==> src/rtl/result_collector_pkg.sv <==
// Shared constants for the 2x2 matrix-multiply datapath (input sequencer and result collector).
package result_collector_pkg;

    localparam int unsigned N_ELEM = 4;
    localparam int unsigned DW_DEF = 16;
    localparam int unsigned IDX_W  = 2;

    typedef enum logic [1:0] {
        ST_IDLE    = 2'd0,
        ST_COLLECT = 2'd1,
        ST_HOLD    = 2'd2
    } state_e;

endpackage

==> src/rtl/result_collector.sv <==
// Collects the serial c00,c01,c10,c11 result stream into a parallel 2x2 frame.
// The completed frame is held with backpressure until the consumer takes it.
module result_collector
    import result_collector_pkg::*;
#(
    parameter int unsigned DW = DW_DEF
) (
    input  logic          clk,
    input  logic          reset,
    input  logic          in_valid,
    input  logic          in_first,
    input  logic [DW-1:0] in_data,
    output logic          in_ready,
    output logic [DW-1:0] c0,
    output logic [DW-1:0] c1,
    output logic [DW-1:0] c2,
    output logic [DW-1:0] c3,
    output logic          out_valid,
    input  logic          out_ready,
    output logic          frame_err
);

    state_e              state_q, state_d;
    logic [IDX_W-1:0]    idx_q, idx_d;
    logic                err_q, err_d;
    logic [DW-1:0]       c_q [N_ELEM];
    logic [N_ELEM-1:0]   wr_en_c;
    logic                accept_c;

    // State, index and sticky error registers.
    always_ff @(posedge clk) begin
        if (reset) begin
            state_q <= ST_IDLE;
            idx_q   <= '0;
            err_q   <= 1'b0;
        end else begin
            state_q <= state_d;
            idx_q   <= idx_d;
            err_q   <= err_d;
        end
    end

    // Next-state logic: frame start, element sequencing, resync and release.
    always_comb begin
        state_d = state_q;
        idx_d   = idx_q;
        err_d   = err_q;
        case (state_q)
            ST_IDLE: begin
                if (accept_c) begin
                    if (in_first) begin
                        idx_d   = IDX_W'(1);
                        state_d = ST_COLLECT;
                    end else begin
                        err_d = 1'b1;
                    end
                end
            end
            ST_COLLECT: begin
                if (accept_c) begin
                    if (in_first) begin
                        err_d = 1'b1;
                        idx_d = IDX_W'(1);
                    end else begin
                        idx_d = idx_q + IDX_W'(1);
                        if (idx_q == IDX_W'(N_ELEM - 1)) begin
                            state_d = ST_HOLD;
                        end
                    end
                end
            end
            ST_HOLD: begin
                if (out_ready) begin
                    idx_d   = '0;
                    state_d = ST_IDLE;
                end
            end
            default: begin
                idx_d   = '0;
                state_d = ST_IDLE;
            end
        endcase
    end

    // Output decode: handshake flags and element write enables.
    always_comb begin
        in_ready  = 1'b0;
        out_valid = 1'b0;
        wr_en_c   = '0;
        case (state_q)
            ST_IDLE:    in_ready  = 1'b1;
            ST_COLLECT: in_ready  = 1'b1;
            ST_HOLD:    out_valid = 1'b1;
            default:    in_ready  = 1'b0;
        endcase
        accept_c = in_valid && in_ready;
        if (accept_c) begin
            if (in_first) begin
                wr_en_c[0] = 1'b1;
            end else if (state_q == ST_COLLECT) begin
                wr_en_c[idx_q] = 1'b1;
            end
        end
    end

    // Result element registers; only the addressed element changes.
    always_ff @(posedge clk) begin
        if (reset) begin
            for (int i = 0; i < int'(N_ELEM); i++) begin
                c_q[i] <= '0;
            end
        end else begin
            for (int i = 0; i < int'(N_ELEM); i++) begin
                if (wr_en_c[i]) begin
                    c_q[i] <= in_data;
                end
            end
        end
    end

    assign c0        = c_q[0];
    assign c1        = c_q[1];
    assign c2        = c_q[2];
    assign c3        = c_q[3];
    assign frame_err = err_q;

endmodule

==> config.mk <==
export PLATFORM = sky130hd
export DESIGN_NAME = result_collector
export DESIGN_NICKNAME = d
export VERILOG_FILES = /design/src/rtl/result_collector_pkg.sv /design/src/rtl/result_collector.sv
export SDC_FILE = /design/constraint.sdc
export NUM_CORES = 1
export LEC_CHECK = 0
export ABC_AREA = 1
export CAP_MARGIN = 20
export CORE_MARGIN = 8
export CORE_UTILIZATION = 55
export CTS_CLUSTER_SIZE = 40
export DETAILED_ROUTE_END_ITERATION = 7
export DONT_BUFFER_PORTS = 1
export PLACE_DENSITY = 0.7
export SYNTH_ARGS = -nofsm -noshare
export SYNTH_HDL_FRONTEND = slang
export SYNTH_SLANG_ARGS = --single-unit
==> constraint.sdc <==
create_clock -name clk -period 2.4 [get_ports clk]
set_clock_uncertainty 0.05 [all_clocks]
set_input_delay 0.6 -clock clk [delete_from_list [all_inputs] [get_ports clk]]
set_output_delay 0.6 -clock clk [all_outputs]
set_load 0.01 [all_outputs]
# Yosys cells after proc, flatten, opt, wreduce, memory -nomap -nowiden
# Memory sizes are Yosys's and may differ from the RTL's.
# Index checks and enable logic that the tools add are counted.
# op_classes
add_sub_neg	1
order_cmp	2
eq_ne	11
mux	41
bitwise_logic	4
n_reduce_logical	8
# ops
op	n
$mux 16	4
$mux 1	22
$mux 2	8
$ne 2x2->1 const B	8
$pmux 2 s3	2
$mux 4	2
$reduce_and 6->1	1
$reduce_and 5->1	1
$eq 2x2->1 const B	2
$or 1x1->1	4
$reduce_and 4->1	1
$lt 2x3->1 const B	1
$mux 3	1
$add 2x1->2 const B	1
$demux 1 s2	1
$eq 2x1->1 const B	1
$ge 2x1->1 const B	1
$logic_and 1x1->1	2
$logic_not 2->1	1
$pmux 1 s2	1
$reduce_bool 2->1	1
$reduce_or 2->1	1
# totals
reg_bits	5
ramBits	64
inputBits	21
out_inout_bits	67
mem_count	1
# mem_list
name	depth	width	read_ports	rd_ports_with_merged_regs	wr	line	text
c_q	4	16	4	0	4	result_collector.sv:26	logic [DW-1:0] c_q [N_ELEM];

# Longest topological paths before layout
# Gate-level depths: netlist of run 1.
# depth
depth_word	11
ltp_mapped	7
depth_no_buf	7

# Worst setup path before layout of run 1
# OpenSTA, ideal clock, no wires.
# synth_path
kind	input -> register
from	input in_first
to	memory c_q[1][0] (netlist bit), enable pin
setup_ps	411
arrival_time_ps	2102
required_time_ps	1939
slack_ps	-163
path_stages	3
n_path_buf	0
cell_sequence	nor2_4 -> inv_1 -> o21ai_0
# synth_lines
element	line	text
from (decl)	result_collector.sv:11	input logic in_first,
to (decl)	result_collector.sv:26	

==> results of run 1 <==
placed cells by master, fill, tap and decap left out, drive strengths merged:
master,Yosys,layout
nor2,70,70
dfxtp,5,5
nand3,7,7
edfxtp,64,64
clkinvlp,0,2
nand2,14,14
clkbuf,0,9
nand4,3,3
a21oi,5,5
o21ai,6,6
ha,4,4
inv,29,29
clkinv,0,4
bufinv,0,1
buf,4,5
final cells by class:
class | count | area, um^2
Clock buffer | 9 | 124
Clock inverter | 7 | 66.3
Timing Repair Buffer | 5 | 50.0
Fill cell | 404 | 1920
Sequential cell | 69 | 2020
Tap cell | 70 | 87.6
Multi-Input combinational cell | 109 | 632
Inverter | 29 | 111
layer usage:
| layer | share of wire | vias to the layer above | track usage |
|---|---|---|---|
| met2 | 0.49 | 57 | 0.240 |
| met1 | 0.41 | 693 | 0.164 |
| met3 | 0.084 | 8 | 0.0642 |
| met4 | 0.014 | 0 | 0.0797 |
| li1 | - | 724 | - |
| met5 | 0 | - | 0 |
registers in the layout, summed over array words and instances (netlist names):
name / flops
c_q: 64
state_q: 2
idx_q: 2
frame_err: 1
logic make-up (layout without fill, tap and decap cells):
kind of cell               count (synthesis)  count (layout)
AOI/OAI and AO/OA                         11              11
buffers and inverters                     33              50
and+or+nand+nor                           94              94
adders and majority gates                  4               4
DFF                                       69              69
report_power, final:
| part | switching (W) | internal [W] |
|---|---|---|
| sequential | 0.0000543 | 0.00137 |
| combinational | 0.0000954 | 0.0000339 |
| clock | 0.000429 | 0.000472 |
worst min-delay path by stage:
stage	from	to	cells past startpoint
after floorplan	frame_err$_SDFFE_PP0P_	frame_err$_SDFFE_PP0P_	2
after global placement	state_q[0]$_SDFFE_PP0P_	state_q[0]$_SDFFE_PP0P_	2
after detailed placement	frame_err$_SDFFE_PP0P_	frame_err$_SDFFE_PP0P_	2
after CTS	reset	state_q[1]$_SDFFE_PP0P_	1
after global routing	reset	state_q[1]$_SDFFE_PP0P_	1
final	reset	state_q[1]$_SDFFE_PP0P_	1
through the flow:
stage | setup TNS, ns | worst slack [ns]
2_1_floorplan | -5.22 | -0.163
3_3_place_gp | 0 | 0.532
3_5_place_dp | 0 | 0.482
4_1_cts | 0 | 0.594
5_1_grt | 0 | 0.514
6_report | 0 | 0.599
==> impl_metrics.csv, run 1 <==
group,metric,value,unit
setup_path,path_depth,5,
timing,setup_viol,0,
global_route,antenna_found_initial,0,
clock_network,clkTransAtPathRegs,0.08,ns
setup_path,crit_start,"state_q[0]$_SDFFE_PP0P_",
flow_run,cap_violations,0,
logic_synthesis,synth_area,2800,um^2
setup_path,critPathKind,"reg -> reg",
setup_path,critPathSlowestCell,"o21ai_2",
timing,tightest_slew,0.438,ns
drt,via_per_inst,4.97,
global_route,gr-total-overflow,0,
logic_synthesis,synthCells,211,
clock_network,clk_latency,0.33,ns
floorplan,die_x,87.3,um
logic_synthesis,synth_flop_cell,"edfxtp_1",
finish,design_area,3090,um^2
logic_synthesis,synth-compound-area-share,0.0237,
timing,holdWs,0.270,ns
floorplan,io_pins,88,
timing,slew_headroom,0.708,
global_route,grt_max_degree,17,
timing,fmax,555,MHz
setup_path,cp_top_family,"buffers and inverters",
power_and_ir_drop,p_per_area,794,nW/um^2
logic_synthesis,ys_warn_count,0,
setup_path,crit_fanout,10,
logic_synthesis,avgSynthCellArea,13.3,um^2
setup_path,cp_num_buf_inv,3,
drt,route.detailed.drc,0,
logic_synthesis,async_reset_ff_frac,0,
clock_network,cts_max_level,3,
floorplan,die_h,87.3,um
floorplan,coreArea,5010,um^2
setup_path,critPathCapture,"c_q[1][0]$_SDFFCE_PN0P_",
finish,final_cells,298,
timing,hold_viol_final,0,
setup_path,worstSetupEndpointType,"flip-flop",
place,dp_cells,282,
timing,period_needed,1.80,ns
setup_path,reg2reg_from,"state_q[0]$_SDFFE_PP0P_",
logic_synthesis,ys_ff_latch,69,
logic_synthesis,synth_nets,236,
drt,routed_wl,5540,um
finish,layout-drive-gt1-share,0.232,
run_status,status,"completed",
finish,post-route-util,0.617,
logic_synthesis,synth_common_cells,"64 x edfxtp_1, 50 x nor2_1, 24 x inv_1, 15 x nor2_2, 13 x nand2_1",
timing,rsz0062_at_grt,"false",
setup_path,r2r-end,"c_q[1][0]$_SDFFCE_PN0P_",
timing,finalCritPeriodShare,0.751,
logic_synthesis,synth_edf_count,64,
logic_synthesis,synth_cell_types,18,
logic_synthesis,synthAdderAreaFrac,0.0179,
drt,dr.pass1.iters,4,
floorplan,die_area,7630,um^2
place,place_hpwl,4030,um
place,place_congestion,0.824,
logic_synthesis,muxShareOfSynthArea,0,
clock_network,cts_tree,"yes",
clock_network,post-cts-setup-buffers,0,
setup_path,worstPathArrival,1.80,ns
clock_network,numCtsBuffers,9,
place,place_area,2900,um^2
timing,slew_violations,0,
logic_synthesis,yosysMostFrequentCell,"edfxtp_1",
logic_synthesis,synth_xor_area_frac,0,
finish,diodes,0,
floorplan,initial_core_util,0.559,
floorplan,placementRows,26,
power_and_ir_drop,peakVddDrop,0.421,mV
clock_network,clk_path_buf_depth,2,
finish,fin_nets,248,
drt,drtIter0Drc,63,
finish,synthToLayoutAreaGrowth,10.5,%
setup_path,crit_chain,"inv_2 -> nor2_4 -> inv_1 -> o21ai_2 -> buf_12",
place,io_buffers,0,
setup_path,cp.required,2.40,ns
global_route,grt.total_usage,0.150,
power_and_ir_drop,power,0.00245,W
drt,wl_per_cell,18.6,um
logic_synthesis,yosysTopAreaCell,"edfxtp_1",
setup_path,startpoint_type,"flip-flop",
logic_synthesis,synth_area_leaders,"edfxtp_1 69%, nor2_1 6.7%, dfxtp_1 3.6%, nor2_2 3.4%, inv_1 3.2%",
drt,antenna_left,0,
global_route,first_global_vias,1517,
drt,via_count,1482,
setup_path,worstRegToRegCells,5,
worst_hold_path,hold_class,"in -> reg",
clock_network,cts-hold-fix-buffers,0,
logic_synthesis,synth_top_area_frac,0.687,
logic_synthesis,ys_seq_area_frac,0.722,
setup_path,regToRegSetupSlack,0.60,ns
clock_network,clkSinkCount,69,
setup_path,cp_slowest_stage_delay,0.41,ns
power_and_ir_drop,cellLeakagePower,1.22,nW
global_route,grt_pass1_wl,8110,um
logic_synthesis,yosys.area_share.simple,0.180,
clock_network,cts-root-buf,"clkbuf_8",
logic_synthesis,synth_top_family_by_area,"simple AND/OR/NAND/NOR gates",
clock_network,ctsResizeCount,0,
Note: power is estimated with default switching activity, not from simulation.
==> run 2, diff against run 1 <==
PLACE_DENSITY = 0.67   (was 0.7)
clock period = 1.8 ns   (was 2.4 ns; I/O delays follow)
==> run 2 against run 1 <==
  * Sequential cell count is the same
  * Power rose by 24%
  * Critical path type is now reg -> out
  * Via count is 5.1% higher
  * Sequential power grew 34%
  * Non-clock buffer count unchanged
  * Worst setup slack worse by 0.47 ns
  * Largest power group unchanged
==> impl_metrics.csv, run 2 (synthesis gave the netlist of run 1 again) <==
group,metric,value,unit
setup_path,crit_start,"state_q[1]$_SDFFE_PP0P_",
setup_path,cp.required,1.30,ns
clock_network,cts-root-buf,"clkbuf_8",
setup_path,cp_top_family,"flip-flops",
clock_network,cts_tree,"yes",
timing,holdWs,0.124,ns
setup_path,worstPathArrival,1.17,ns
global_route,first_global_vias,1653,
global_route,grt_max_degree,17,
setup_path,cp_slowest_stage_delay,0.45,ns
floorplan,die_area,7630,um^2
floorplan,die_x,87.3,um
finish,diodes,0,
clock_network,clk_latency,0.33,ns
drt,drtIter0Drc,78,
finish,synthToLayoutAreaGrowth,8.72,%
timing,hold_viol_final,0,
clock_network,clkTransAtPathRegs,0.07,ns
clock_network,cts_max_level,3,
finish,layout-drive-gt1-share,0.207,
drt,wl_per_cell,19.2,um
timing,rsz0062_at_grt,"false",
global_route,use_met1,0.161,
power_and_ir_drop,p_per_area,1000,nW/um^2
setup_path,crit_fanout,4,
timing,fin_ws,0.127,ns
clock_network,ctsResizeCount,0,
timing,fmax,598,MHz
floorplan,initial_core_util,0.559,
finish,fin_nets,248,
setup_path,crit_chain,"inv_2 -> nor2_1",
place,preCtsSetupSlack,0.205,ns
setup_path,reg2reg_from,"state_q[0]$_SDFFE_PP0P_",
floorplan,die_h,87.3,um
global_route,grtUsageMet2,0.271,
clock_network,post-cts-setup-buffers,0,
timing,period_needed,1.67,ns
place,place_hpwl,4260,um
setup_path,critPathSlowestCell,"dfxtp_1",
power_and_ir_drop,cellLeakagePower,1.21,nW
finish,fillers,422,
place,io_buffers,0,
timing,setup_viol,0,
timing,slew_headroom,0.778,
timing,slew_violations,0,
floorplan,io_pins,88,
worst_hold_path,hold_class,"in -> reg",
setup_path,worstSetupEndpointType,"primary output",
global_route,grt.busiest_layer,"met2",
global_route,grt_pass1_wl,8650,um
global_route,grtUsageMet3,0.0481,
timing,finalCritPeriodShare,0.929,
floorplan,coreArea,5010,um^2
finish,mostFrequentLayoutCells,"64 x edfxtp_1, 50 x nor2_1, 24 x inv_1",
finish,largest_reg_flops,64,
finish,regMostFlops,"c_q",
global_route,gr-total-overflow,0,
drt,route.detailed.drc,0,
clock_network,clk_path_buf_depth,2,
clock_network,cts-hold-fix-buffers,0,
drt,dr.pass1.iters,4,
finish,top_regs,"c_q (64), idx_q (2), state_q (2)",
power_and_ir_drop,peakVddDrop,0.485,mV
power_and_ir_drop,power,0.00305,W
worst_hold_path,holdCritStartpoint,"reset",
setup_path,critPathKind,"reg -> out",
timing,timing.setup.tns,0,ns
drt,via_per_inst,5.25,
drt,antenna_left,0,
timing,tightest_slew,0.333,ns
global_route,antenna_found_initial,0,
clock_network,clkSinkCount,69,
place,place_congestion,0.907,
drt,via_count,1558,
setup_path,startpoint_type,"flip-flop",
global_route,grt.total_usage,0.158,
finish,post-route-util,0.607,
floorplan,placementRows,26,
run_status,status,"completed",
drt,routed_wl,5720,um
finish,final_common_cell,"edfxtp_1",
flow_run,cap_violations,0,
clock_network,numCtsBuffers,9,
setup_path,cp_num_buf_inv,1,
run 2: cell types whose count changed in the layout (fill, tap and decap cells not counted):
cell	previous run	this run
bufinv_16	1	0
o21ai_1	0	2
clkinvlp_4	2	0
clkinv_1	2	3
o21ai_2	3	1
clkbuf_1	0	2
clkinv_4	1	0
run 2: final timing paths:
check                                  to  slack (ns)  depth (start not counted)
setup / recovery                out_valid        0.13                          2
hold / removal    state_q[1]$_SDFFE_PP0P_        0.12                          1
setup reg to reg  c_q[3][9]$_SDFFCE_PN0P_        0.18                          5
hold reg to reg    frame_err$_SDFFE_PP0P_        0.46                          2
run 2: cell type report:
cell class,instances,area (um^2),share of cell area
Inverter,29,111,0.0366
Timing Repair Buffer,5,50.0,0.0164
Clock buffer,11,131,0.0432
Tap cell,70,87.6,0.0288
Multi-Input combinational cell,109,624,0.205
Sequential cell,69,2020,0.664
Clock inverter,4,16.3,0.00535
run 2: worst register-to-register path: cells and delay by family (launching register included):
family / cells / cell delay (ns)
buf+inv: 2 / 0.32
simple gates: 3 / 0.55
flops: 1 / 0.41
run 2: power by group:
part	internal (W)	total, W	switching (W)	leakage, nW
clock	0.000476	0.000976	0.000500	0.0757
combinational	0.0000458	0.000175	0.000129	0.422
sequential	0.00183	0.00190	0.0000739	0.709
total	0.00235	0.00305	0.000703	1.21
run 2: per-stage QoR:
step | cells | instance area [um^2]
final | 297 | 3040
after detailed placement | 282 | 2900
after floorplan | 211 | 2800
after CTS | 297 | 3040
after global placement | 282 | 2900
after global routing | 297 | 3040
run 2: per-layer routing:
| layer | up-vias | routed length [um] |
|---|---|---|
| li1 | 719 | - |
| met1 | 747 | 2080 |
| met2 | 81 | 3040 |
| met3 | 11 | 435 |
| met4 | 0 | 162 |
| met5 | - | 0 |
